## src/rtl/fifo_line_ctrl.sv

```systemverilog
// fifo_line_ctrl
// ----------------------------------------------------------------------------
// Turns an external first-word-fall-through fifo_sync into a one-line pixel
// delay. The first line of a frame primes the FIFO. Each later pixel is then
// paired with the pixel one line above it, which is the FIFO head. At end of
// frame the FIFO is emptied so the next frame starts clean.
//
// Ports
//   clk, reset              single clock, synchronous active-high reset
//   s_valid/s_ready/s_data  input pixel stream; s_eof marks the last pixel
//   m_valid/m_ready         output pair handshake
//   m_cur, m_prev           current pixel / pixel one line above
//   fifo_*                  attached FIFO: write/read strobes, data, status
//   err                     sticky error flag, cleared only by reset
//
// Build option
//   FIFO_LINE_CTRL_DRAIN_EN  defined: the end-of-frame flush emits each popped
//                            entry as a pair (m_cur=0, m_prev=head), which
//                            gives bottom-padding rows. Undefined: popped
//                            entries are discarded at one per cycle.
//
// state  | meaning
// PRIME  | first line of the frame is being written into the FIFO
// STREAM | pop head + push pixel each accepted beat, emit the (cur, prev) pair
// FLUSH  | end of frame: pop until the FIFO is empty, then go back to PRIME
module fifo_line_ctrl #(
    parameter int DATA_W    = 10,
    parameter int LINE_W    = 640,
    parameter int FIFO_SIZE = 1024
) (
    input  logic                       clk,
    input  logic                       reset,
    input  logic                       s_valid,
    input  logic [DATA_W-1:0]          s_data,
    input  logic                       s_eof,
    output logic                       s_ready,
    output logic                       m_valid,
    input  logic                       m_ready,
    output logic [DATA_W-1:0]          m_cur,
    output logic [DATA_W-1:0]          m_prev,
    output logic [DATA_W-1:0]          fifo_data_wr,
    output logic                       fifo_wr_en,
    input  logic [DATA_W-1:0]          fifo_data_rd,
    output logic                       fifo_rd_en,
    input  logic [$clog2(FIFO_SIZE):0] fifo_data_count,
    input  logic                       fifo_empty,
    input  logic                       fifo_full,
    input  logic                       fifo_overflow,
    input  logic                       fifo_underflow,
    output logic                       err
);

    localparam int CNT_W = $clog2(FIFO_SIZE) + 1;
    localparam logic [CNT_W-1:0] LINE_LAST = CNT_W'(LINE_W - 1);
    localparam logic [CNT_W-1:0] LINE_CNT  = CNT_W'(LINE_W);

    typedef enum logic [1:0] {PRIME, STREAM, FLUSH} state_t;

    state_t              state_q, state_d;
    logic [CNT_W-1:0]    pix_cnt_q, pix_cnt_d;
    logic                m_valid_q, m_valid_d;
    logic [DATA_W-1:0]   m_cur_q, m_cur_d;
    logic [DATA_W-1:0]   m_prev_q, m_prev_d;
    logic                err_q, err_d;
    logic                entry_q, entry_d;
    logic                accept;
    logic                load;
    logic [DATA_W-1:0]   load_cur;

    always_comb begin
        state_d      = state_q;
        pix_cnt_d    = pix_cnt_q;
        s_ready      = 1'b0;
        accept       = 1'b0;
        fifo_wr_en   = 1'b0;
        fifo_rd_en   = 1'b0;
        fifo_data_wr = s_data;
        load         = 1'b0;
        load_cur     = s_data;
        entry_d      = 1'b0;

        // Strobes are combinational, so reset must mask them directly.
        if (!reset) begin
            case (state_q)
                PRIME: begin
                    s_ready = !fifo_full;
                    accept  = s_valid && s_ready;
                    if (accept) begin
                        fifo_wr_en = 1'b1;
                        if (s_eof) begin
                            state_d   = FLUSH;
                            pix_cnt_d = '0;
                        end else if (pix_cnt_q == LINE_LAST) begin
                            state_d   = STREAM;
                            pix_cnt_d = '0;
                            entry_d   = 1'b1;
                        end else begin
                            pix_cnt_d = pix_cnt_q + CNT_W'(1);
                        end
                    end
                end
                STREAM: begin
                    s_ready = !m_valid_q || m_ready;
                    accept  = s_valid && s_ready;
                    if (accept) begin
                        // Pop and push together keep occupancy at one line; a
                        // full FIFO only accepts the push when the pop happens.
                        fifo_rd_en = !fifo_empty;
                        fifo_wr_en = !fifo_full || fifo_rd_en;
                        load       = 1'b1;
                        if (s_eof) begin
                            state_d = FLUSH;
                        end
                    end
                end
                FLUSH: begin
`ifdef FIFO_LINE_CTRL_DRAIN_EN
                    if (!fifo_empty && (!m_valid_q || m_ready)) begin
                        fifo_rd_en = 1'b1;
                        load       = 1'b1;
                        load_cur   = '0;
                    end
`else
                    fifo_rd_en = !fifo_empty;
`endif
                    if (fifo_empty) begin
                        state_d   = PRIME;
                        pix_cnt_d = '0;
                    end
                end
                default: state_d = PRIME;
            endcase
        end

        m_valid_d = load ? 1'b1 : (m_ready ? 1'b0 : m_valid_q);
        m_cur_d   = load ? load_cur : m_cur_q;
        m_prev_d  = load ? fifo_data_rd : m_prev_q;

        // entry_q marks the first STREAM cycle, when the count already shows
        // the last priming write.
        err_d = err_q || fifo_overflow || fifo_underflow ||
                (entry_q && (fifo_data_count != LINE_CNT));
    end

    always_ff @(posedge clk) begin
        if (reset) begin
            state_q   <= PRIME;
            pix_cnt_q <= '0;
            m_valid_q <= 1'b0;
            m_cur_q   <= '0;
            m_prev_q  <= '0;
            err_q     <= 1'b0;
            entry_q   <= 1'b0;
        end else begin
            state_q   <= state_d;
            pix_cnt_q <= pix_cnt_d;
            m_valid_q <= m_valid_d;
            m_cur_q   <= m_cur_d;
            m_prev_q  <= m_prev_d;
            err_q     <= err_d;
            entry_q   <= entry_d;
        end
    end

    assign m_valid = m_valid_q;
    assign m_cur   = m_cur_q;
    assign m_prev  = m_prev_q;
    assign err     = err_q;

endmodule
```

## config.mk

```make
export PLATFORM = sky130hd
export DESIGN_NAME = fifo_line_ctrl
export DESIGN_NICKNAME = d
export VERILOG_FILES = /design/src/rtl/fifo_line_ctrl.sv
export SDC_FILE = /design/constraint.sdc
export NUM_CORES = 1
export LEC_CHECK = 0
export BUFFER_PORTS_ARGS = -buffer_cell sky130_fd_sc_hd__buf_4
export CAP_MARGIN = 20
export CELL_PAD_IN_SITES_DETAIL_PLACEMENT = 0
export CELL_PAD_IN_SITES_GLOBAL_PLACEMENT = 1
export CORE_MARGIN = 2
export CORE_UTILIZATION = 33
export CTS_CLUSTER_SIZE = 12
export DETAILED_ROUTE_END_ITERATION = 10
export PLACE_DENSITY_LB_ADDON = 0.1
export SLEW_MARGIN = 25
export SYNTH_ARGS = -nofsm -noshare
export SYNTH_HDL_FRONTEND = slang
export SYNTH_SLANG_ARGS = --single-unit
```

## constraint.sdc

```tcl
create_clock -name clk -period 2.5 [get_ports clk]
set_input_delay 0.25 -clock clk [delete_from_list [all_inputs] [get_ports clk]]
set_output_delay 0.25 -clock clk [all_outputs]
set_load 0.005 [all_outputs]
```

; ---- Yosys cells after proc, flatten, opt, wreduce, memory -nomap -nowiden
; Index checks and enable logic that the tools add are counted.
[totals]
regBits = 36
input_bits = 40
output_inout_bits = 35
elab_cells = 63
[op_classes]
addsub = 1
n_eq_ne = 9
muxes = 27
bitwise = 2
n_reduce_logical = 17
[ops]
columns = op, count
row1 = $mux W11, 4
row2 = $pmux W11 S2, 1
row3 = $mux W1, 12
row4 = $mux W2, 6
row5 = $add A11 B1 Y11 const B, 1
row6 = $eq A11 B10 Y1 const B, 1
row7 = $ne A11 B10 Y1 const B, 1
row8 = $ne A2 B2 Y1 const B, 4
row9 = $pmux W1 S2, 3
row10 = $pmux W2 S3, 1
row11 = $logic_or A1 B1 Y1, 5
row12 = $reduce_and A5 Y1, 1
row13 = $reduce_bool A2 Y1, 2
row14 = $reduce_or A4 Y1, 1
row15 = $logic_and A1 B1 Y1, 3
row16 = $logic_not A1 Y1, 3
row17 = $ne A3 B3 Y1 const B, 1
row18 = $reduce_and A3 Y1, 1
row19 = $eq A2 B1 Y1 const B, 1
row20 = $eq A2 B2 Y1 const B, 1
row21 = $logic_not A2 Y1, 1
row22 = $not A1 Y1, 2

; ---- Depth between registers and ports, before layout
; Gate-level depths: netlist of run 1.
[logic_depth]
depth_word = 7
depth_mapped = 7
mapped_depth_nobuf = 6

; ---- Worst setup path after synthesis of run 1
; OpenSTA, ideal clock, no wires.
[synth_path]
path_type = register to register
start = register state_q[1]
end = register pix_cnt_q[6]
setup_ns = 0.070
arrival_ns = 1.723
required_ns = 2.430
path_slack_ns = 0.706
path_stages_with_launch = 8
path_buffers = 2
synth_period_minus_slack_ns = 1.794
path_cell_list = dfxtp_1 inv_1 ha_1 clkbuf_1 a21o_1 buf_6 or4_1 a21oi_1
[synth_via]
elab_chain_len = 3
elab_cells_between_ends = 7
classes_between = eq/ne: 3 / mux: 1 / reduce/logical: 3
[synth_rtl]
columns = element, line_no
row1 = from (decl), 59  ; state_t state_q, state_d;
row2 = from (signal assigned), 155  ; state_q <= state_d;
row3 = $eq A2 B2 Y1 / $logic_not A2 Y1 (equally long branches), 84  ; case (state_q)
row4 = $ne A2 B2 Y1 (no line) / $reduce_bool A2 Y1 (equally long branches), n/a
row5 = $reduce_and A3 Y1 (no line), n/a
row6 = to (signal assigned), 156  ; pix_cnt_q <= pix_cnt_d;
row7 = to (decl), 60  ; logic [CNT_W-1:0] pix_cnt_q, pix_cnt_d;
; Parallel ways exist; a longest one is shown, timed or not.
; A chain may end at the register's enable or synchronous reset.

; ---- Worst setup path after layout of run 1
; Ends and elaborated chain as after synthesis.

==> results of run 1 <==
## critical path, cell delays in order (launching register included)
cell and delay (ns):
dfxtp_1 0.34, inv_1 0.09, ha_1 0.36, mux2i_1 0.20
a21o_1 0.32, or4_1 0.55, a21oi_1 0.15
## kinds of logic (layout without fill, tap and decap cells)
family          after synthesis  after routing  share of synthesized area [%]
flops                        36             36                           42.1
fa+ha+maj                     4              4                           2.92
simple gates                 93             93                           26.6
compound gates               53             53                           18.1
xor+xnor                      2              2                           1.02
mux                           2              2                           1.17
buf+inv                      25             89                           8.11
## final timing paths
path                        to  slack, ns  startpoint  cells after the start
setup / recovery  pix_cnt_q[6]       0.44  state_q[1]                      6
setup reg to reg  pix_cnt_q[6]       0.44  state_q[1]                      6
hold / removal         entry_q       0.18       s_eof                      2
hold reg to reg       m_cur[4]       0.46    m_cur[4]                      2
## layer usage
metal  wire [um]  vias up  share of wire (%)  GRT usage, %
li1            -      876                  -             -
met2        1890       54                 43          24.6
met3         321        4                7.4          5.69
met5           0        -                  0             0
met1        2110      760                 49          20.3
met4          22        0               0.51          4.36
## registers in the layout, indices dropped and copies added (netlist names)
| name | flops |
|---|---|
| pix_cnt_q | 11 |
| m_valid | 1 |
| m_prev | 10 |
| m_cur | 10 |
| err | 1 |
| state_q | 2 |
| entry_q | 1 |
## per-stage QoR
stage          cells  util (%)  hold WS, ns  power (mW)
3_3_place_gp     341      44.6        0.442       0.749
2_1_floorplan    215         -        0.329       0.681
5_1_grt          349      46.8        0.187        1.31
3_5_place_dp     341      44.6        0.448       0.749
6_report         349      46.8        0.184        1.24
4_1_cts          349      46.8        0.172        1.26
## cells in the final DEF, fill, tap and decap left out, drive strengths merged, types with 2 or more instances in the layout
master,instances
a211oi,2
a21o,2
a21oi,35
and2,2
buf,76
clkbuf,5
dfxtp,36
ha,4
inv,5
mux2i,2
nand2,48
nand2b,5
nand3,7
nand4,3
nor2,6
nor2b,3
nor4,4
o21ai,5
o31ai,3
or3,2
or4,7
xnor2,2
## cell type report
| type | count | area, um2 | share of cell area, % |
|---|---|---|---|
| clock buffers | 5 | 68.8 | 2.91 |
| clock inverters | 3 | 42.5 | 1.80 |
| inverters | 5 | 18.8 | 0.794 |
| multi-input cells | 154 | 853 | 36.1 |
| flip-flops and latches | 36 | 721 | 30.5 |
| well taps | 70 | 87.6 | 3.71 |
| repair buffers | 76 | 571 | 24.2 |
## power groups by stage
| stage | registers, mW | clock network, mW | logic (mW) |
|---|---|---|---|
| final | 0.587 | 0.508 | 0.147 |
| after global routing | 0.588 | 0.553 | 0.166 |
| after CTS | 0.587 | 0.527 | 0.149 |
| after detailed placement | 0.600 | 0 | 0.148 |
| after global placement | 0.600 | 0 | 0.149 |
| after floorplan | 0.599 | 0 | 0.0817 |
==> flow_summary_export.csv, run 1 <==
group,metric,value,unit
sta,period_share,82.6,%
global_routing,grt_max_degree,31,
pwr,p_leak,0.921,nW
pwr,comb_power_share,11.9,%
global_routing,grt_pass1_vias,1583,
sta,slew_violations,0,
pwr,power_frac_clock,40.9,%
yosys,synth_top_cell_by_area,"dfxtp_1",
finish,diodes,0,
routing,drt_first_pass_iters,4,
sta,fmax,484,MHz
sta,post-route-min-period,2.06,ns
finish,nNetsFinal,322,
routing,ant_nets,0,
worst_setup_path,path_max_fanout,14,
finish,drive_above_1_share,31.2,%
yosys,syn_inst,215,
clocking,cts_resized,0,
clocking,cts_hold_buf,0,
worst_setup_path,end_kind,"flip-flop",
floorplanning,fp.dieH,76.0,um
worst_setup_path,start_kind,"flip-flop",
clocking,cts_tree,"done",
yosys,ys_ff_latch,36,
finish,fillCellCount,530,
clocking,cts_buffers,5,
yosys,synth_warnings,0,
finish,synthToLayoutAreaGrowth,37.9,%
clocking,cts.sinks,36,
floorplanning,die-area,5780,um2
sta,skew,0.00517,ns
yosys,synth_area,1710,um2
place,placed_cell_area,2250,um2
yosys,synth.most_common_cell,"nand2_1",
clocking,postCtsSetupBuffers,0,
yosys,synth_top_area_share,42.1,%
place,place_ws,0.432,ns
place,io_buffers,74,
yosys,synth_top_cells_by_count,"nand2_1 (48), dfxtp_1 (36), a21oi_1 (35), buf_4 (10), clkbuf_1 (8)",
yosys,synth_cell_type_count,36,
yosys,syn-num-nets,259,
pwr,peakVddDrop,0.295,mV
global_routing,grt_usage,15.6,%
pwr,p_seq_share,47.2,%
yosys,synth.area.top_cells,"dfxtp_1 (42%), nand2_1 (11%), a21oi_1 (10%)",
place,hpwlAfterDp,3.15,mm
sta,relSlewSlack,72.1,%
routing,drc,0,
yosys,syn_avg_cell_area,7.97,um2
floorplanning,start_util,34.0,%
clocking,clockBufferDepth,2,
global_routing,antenna_found_initial,0,
global_routing,grt_pass1_wl,7.42,mm
finish,finalInstanceArea,2360,um2
routing,dr_total_vias,1694,
floorplanning,core-area,5040,um2
routing,drtIter0Drc,53,
worst_setup_path,cp.arrival,2.29,ns
worst_setup_path,crit_type,"flip-flop to flip-flop",
hold_path,min_path_type,"input pin to flip-flop",
floorplanning,num_rows,26,
clocking,clk_root_buffer_cell,"clkbuf_8",
clocking,cts.clk_slew.worst_paths,0.08,ns
pwr,power_switching,288,uW
routing,wl,4.35,mm
job,drv_cap,0,
clocking,cts_max_level,2,
worst_setup_path,worst_ep_required_time,2.72,ns
pwr,pwr_density_cell,526,nW/um2
sta,tightest_slew,0.408,ns
routing,wire_per_inst,12.5,um
routing,vias_per_cell,4.85,
sta,finalHoldViolCount,0,
clocking,clock_latency,0.29,ns
yosys,ys.flop_type,"dfxtp_1",
pwr,p_int,954,uW
sta,setup_slack,0.436,ns
pwr,switching_share,23.2,%
yosys,synthArstFlopShare,0,%
sta,rsz0062_at_grt,"no",
sta,finalSetupTns,0,ns
global_routing,grt_remaining_overflow,0,
sta,finalSetupViolCount,0,
floorplanning,chipWidth,76.0,um
yosys,synth_edf_count,0,
floorplanning,ios,75,
outcome,status,"complete, no violations",
place,finalWeightedCongestion,0.745,
yosys,ys_seq_area_share,42.1,%
No activity file was read; power rests on OpenSTA's default activity.
==> inputs of run 2 (changes only) <==
--- a/config.mk
+++ b/config.mk
@@ -10,7 +10,7 @@
 export CELL_PAD_IN_SITES_DETAIL_PLACEMENT = 0
 export CELL_PAD_IN_SITES_GLOBAL_PLACEMENT = 1
 export CORE_MARGIN = 2
-export CORE_UTILIZATION = 33
+export CORE_UTILIZATION = 29
 export CTS_CLUSTER_SIZE = 12
 export DETAILED_ROUTE_END_ITERATION = 10
 export PLACE_DENSITY_LB_ADDON = 0.1
==> constraint.sdc (replaced) <==
create_clock -name clk -period 1.8 [get_ports clk]
set_input_delay 0.18 -clock clk [delete_from_list [all_inputs] [get_ports clk]]
set_output_delay 0.18 -clock clk [all_outputs]
set_load 0.005 [all_outputs]
==> run 2 against run 1 <==
Against the previous run: wire length grew 13%; final area grew 11%; critical endpoint is now pix_cnt_q[4]; largest power group unchanged; combinational power grew 92%; maximum frequency grew 18%; clock-buffer cell count is the same; die area grew 13%; non-clock buffer count grew 19; global-route usage shrank 1.1 points; via count grew 5.0%; core utilization shrank 0.084 points.
==> flow_summary_export.csv, run 2 (same netlist as run 1, synthesis figures left out) <==
group,metric,value,unit
finish,synthToLayoutAreaGrowth,53.1,%
clocking,cts_max_level,2,
floorplanning,die-area,6540,um2
floorplanning,core-area,5610,um2
worst_setup_path,cp.arrival,1.97,ns
routing,vias_per_cell,4.80,
routing,ant_nets,0,
sta,finalSetupViolCount,0,
finish,register_area,726,um2
place,io_buffers,74,
clocking,clock_latency,0.29,ns
floorplanning,start_util,30.5,%
routing,drt_first_pass_iters,4,
clocking,clk_root_buffer_cell,"clkbuf_8",
finish,finalInstanceArea,2620,um2
sta,finalSetupTns,0,ns
finish,multiInputGateArea,963,um2
finish,nNetsFinal,342,
place,hpwlAfterDp,3.44,mm
worst_setup_path,worst_ep_required_time,2.02,ns
global_routing,grt_max_degree,31,
finish,drive_above_1_share,42.1,%
routing,drtIter0Drc,71,
job,drv_cap,0,
finish,final_util,46.8,%
routing,wl,4.89,mm
worst_setup_path,end_kind,"flip-flop",
finish,largest_reg_flops,11,
clocking,cts.sinks,36,
hold_path,min_path_type,"input pin to flip-flop",
place,finalWeightedCongestion,0.755,
floorplanning,num_rows,27,
outcome,status,"complete, no violations",
pwr,power,1.81,mW
sta,skew,0.00512,ns
routing,dr_total_vias,1779,
finish,final_common_cell,"buf_4",
worst_setup_path,path_max_fanout,3,
sta,slew_violations,0,
place,placed_cell_area,2390,um2
clocking,clockBufferDepth,2,
floorplanning,chipWidth,80.9,um
finish,final_cell_mix,"buf_4 (95), nand2_1 (48), dfxtp_1 (34), a21oi_1 (29), nand3_1 (7)",
sta,tightest_slew,0.375,ns
finish,largest-register,"pix_cnt_q",
global_routing,antenna_found_initial,0,
finish,diodes,0,
worst_setup_path,start_kind,"flip-flop",
global_routing,grt_pass1_vias,1560,
sta,fmax,572,MHz
clocking,cts_hold_buf,0,
pwr,peakVddDrop,0.409,mV
pwr,p_leak,1.03,nW
global_routing,grt_pass1_wl,7.34,mm
floorplanning,fp.dieH,80.9,um
finish,fillCellCount,567,
worst_setup_path,crit_type,"flip-flop to flip-flop",
sta,finalHoldViolCount,0,
global_routing,grt_remaining_overflow,0,
clocking,cts_tree,"done",
sta,period_share,97.1,%
routing,wire_per_inst,13.2,um
global_routing,grt_usage,14.5,%
pwr,pwr_density_cell,690,nW/um2
sta,relSlewSlack,74.3,%
floorplanning,ios,75,
clocking,cts_buffers,5,
routing,drc,0,
sta,post-route-min-period,1.75,ns
clocking,cts.clk_slew.worst_paths,0.07,ns
-- run 2: cell count changes in the layout (fill, tap and decap cells not counted), sizes merged --
cell and change:
a21o +1, buf +19
-- run 2: timing repair --
| item | in CTS | in global routing |
|---|---|---|
| setup buffers | 0 | 1 |
| setup endpoints to repair | 7 | 13 |
| pin swaps | 0 | 1 |
| resized for setup | 7 | 19 |
| gates cloned | 1 | 0 |
-- run 2: worst paths after layout --
kind / start / slack (ns) / endpoint / depth (start not counted)
hold reg to reg: m_cur[5] / 0.46 / m_cur[5] / 2
hold / removal: s_eof / 0.12 / entry_q / 2
setup reg to reg: state_q[0] / 0.05 / pix_cnt_q[4] / 6
setup / recovery: state_q[0] / 0.05 / pix_cnt_q[4] / 6
-- run 2: power by group --
part           switching, mW  total [mW]  internal [mW]
sequential           0.00694       0.811          0.804
combinational          0.123       0.282          0.158
clock                  0.307       0.717          0.410
-- run 2: layout make-up --
type                    instances  share of cell area, %
repair buffers                 95                   27.2
flip-flops and latches         36                   27.7
inverters                       5                  0.716
clock inverters                 3                   1.62
clock buffers                   5                   2.62
well taps                      72                   3.44
multi-input cells             155                   36.7
-- run 2: metal layers --
layer  vias to the layer above  share of wire, %  track usage [%]
met5                         -                 0                0
met4                         0               1.4             5.76
met3                        10               5.1             4.11
met2                        43                47             23.0
met1                       812                46             18.6
li1                        914                 -                -
-- run 2: per-stage QoR --
stage	hold slack, ns	cells	setup WS [ns]
finish	0.122	371	0.0529
global route	0.120	371	-0.0184
CTS	0.105	370	0.00857
detailed placement	0.418	361	-0.0239
global placement	0.413	361	0.0236
floorplan	0.259	215	0.00642
-- run 2: critical path, stage by stage, from the launching register on --
cell	delay (ns)
dfxtp_4	0.35
inv_2	0.06
ha_4	0.18
buf_4	0.13
or2_2	0.32
or4_4	0.49
a21oi_2	0.15
==> inputs of run 3 (changes only) <==
==> constraint.sdc (replaced) <==
create_clock -name clk -period 1.8 [get_ports clk]
set_input_delay 0.18 -clock clk [delete_from_list [all_inputs] [get_ports clk]]
set_output_delay 0.18 -clock clk [all_outputs]
set_load 0.05 [all_outputs]
==> run 3 against run 2 <==
Against the previous run: sequential cell count unchanged; core utilization increased by 0.83 points; setup slack got worse by 0.0096 ns; sequential power is essentially flat; clock power down 1%; non-clock buffer count rose by 2; wire length shrank 0.47%; clock-buffer cell count stayed put; hold slack worse by 0.0085 ns; critical path type is now flip-flop to output pin; largest cell class unchanged; highest routed layer unchanged.
==> flow_summary_export.csv, run 3 (same netlist as run 1, synthesis figures left out) <==
group,metric,value,unit
outcome,status,"complete, no violations",
finish,final_util,47.6,%
routing,drtIter0Drc,88,
worst_setup_path,cp.arrival,1.58,ns
worst_setup_path,cp-startpoint,"state_q[1]",
global_routing,grt_usage,14.9,%
routing,drc,0,
clocking,cts_buffers,5,
finish,fin_cells,373,
clocking,clk_root_buffer_cell,"clkbuf_8",
global_routing,grt_pass1_wl,7.71,mm
clocking,cts.sinks,36,
sta,finalSetupViolCount,0,
pwr,pwr_density_cell,701,nW/um2
floorplanning,core-area,5610,um2
global_routing,grt_max_degree,31,
worst_setup_path,reg2reg_slack,0.05,ns
routing,vias_per_cell,4.80,
worst_setup_path,worst_r2r_path_depth,6,
clocking,clockBufferDepth,2,
global_routing,grt_pass1_vias,1691,
sta,skew,0.00300,ns
worst_setup_path,crit_type,"flip-flop to output pin",
pwr,peakVddDrop,0.472,mV
global_routing,antenna_found_initial,0,
worst_setup_path,end_kind,"output pin",
floorplanning,ios,75,
sta,post-route-min-period,1.76,ns
worst_setup_path,r2r-start,"state_q[0]",
place,hpwlAfterDp,3.53,mm
finish,finalInstanceArea,2670,um2
sta,period_share,97.6,%
worst_setup_path,r2r_end,"pix_cnt_q[4]",
place,finalWeightedCongestion,0.832,
sta,slew_violations,0,
place,io_buffers,74,
worst_setup_path,crit_path_end,"fifo_wr_en",
worst_setup_path,worst_ep_required_time,1.62,ns
finish,final_common_cell,"buf_4",
hold_path,min_path_type,"input pin to flip-flop",
floorplanning,fp.dieH,80.9,um
routing,dr_total_vias,1792,
sta,relSlewSlack,76.6,%
worst_setup_path,path_max_fanout,5,
floorplanning,die-area,6540,um2
sta,finalSetupTns,0,ns
global_routing,grt_remaining_overflow,0,
place,placed_cell_area,2420,um2
floorplanning,num_rows,27,
clocking,cts_hold_buf,0,
place,post-place-cells,361,
finish,largest-register,"pix_cnt_q",
clocking,cts.clk_slew.worst_paths,0.07,ns
finish,nNetsFinal,344,
sta,fmax,569,MHz
sta,tightest_slew,0.342,ns
sta,holdWs,0.113,ns
worst_setup_path,start_kind,"flip-flop",
pwr,p_leak,1.06,nW
finish,synthToLayoutAreaGrowth,55.8,%
routing,drt_first_pass_iters,4,
job,drv_cap,0,
finish,largest_reg_flops,11,
routing,ant_nets,0,
finish,drive_above_1_share,41.9,%
floorplanning,chipWidth,80.9,um
clocking,cts_max_level,2,
routing,wire_per_inst,13.1,um
routing,wl,4.87,mm
clocking,clock_latency,0.28,ns
sta,rsz0062_at_grt,"yes",
finish,final_cell_mix,"buf_4 (94), nand2_1 (48), a21oi_1 (33), dfxtp_1 (32), nand3_1 (7)",
sta,finalHoldViolCount,0,
clocking,cts_tree,"done",
finish,diodes,0,
floorplanning,start_util,30.5,%
run 3: per-stage QoR:
step | setup slack [ns] | power [mW]
2_1_floorplan | -0.109 | 1.01
3_5_place_dp | -0.0359 | 1.14
4_1_cts | -0.00919 | 1.87
3_3_place_gp | 0.0202 | 1.14
6_report | 0.0432 | 1.87
5_1_grt | -0.0160 | 1.96
run 3: report_power, final:
group | switching (mW) | leakage [nW] | internal, mW
clock | 0.299 | 0.0541 | 0.410
combinational | 0.180 | 0.713 | 0.172
sequential | 0.00777 | 0.293 | 0.803
run 3: repair_timing:
action,in CTS,in global routing
endpoints found under the setup margin,9,11
pin swaps,1,4
resized for setup,6,22
gates cloned,0,1
buffers inserted,2,1
run 3: metal layers:
layer / track usage (%) / share of wire [%] / vias up
met4: 4.07 / 1.1 / 0
li1: - / - / 914
met1: 18.3 / 44 / 816
met5: 0 / 0 / -
met2: 25.5 / 46 / 56
met3: 4.44 / 8.4 / 6
run 3: worst min path at each step:
stage | cells past startpoint | endpoint | startpoint
floorplan | 1 | entry_q | s_eof
global placement | 3 | err | fifo_underflow
detailed placement | 3 | err | fifo_underflow
CTS | 2 | entry_q | s_eof
global route | 2 | entry_q | s_eof
finish | 3 | err | fifo_underflow
run 3: cell type report:
cell class | count | area, um2
flip-flops and latches | 36 | 731
inverters | 5 | 23.8
clock buffers | 5 | 68.8
repair buffers | 97 | 748
well taps | 72 | 90.1
clock inverters | 3 | 42.5
fillers | 596 | 2940
multi-input cells | 155 | 965
run 3: critical path, cell delays in order (launching register included):
cell and delay [ns]:
dfxtp_4 0.38, inv_4 0.07, ha_4 0.13, and3_4 0.20, buf_4 0.14, nand2_1 0.06
a21oi_2 0.11, buf_4 0.20
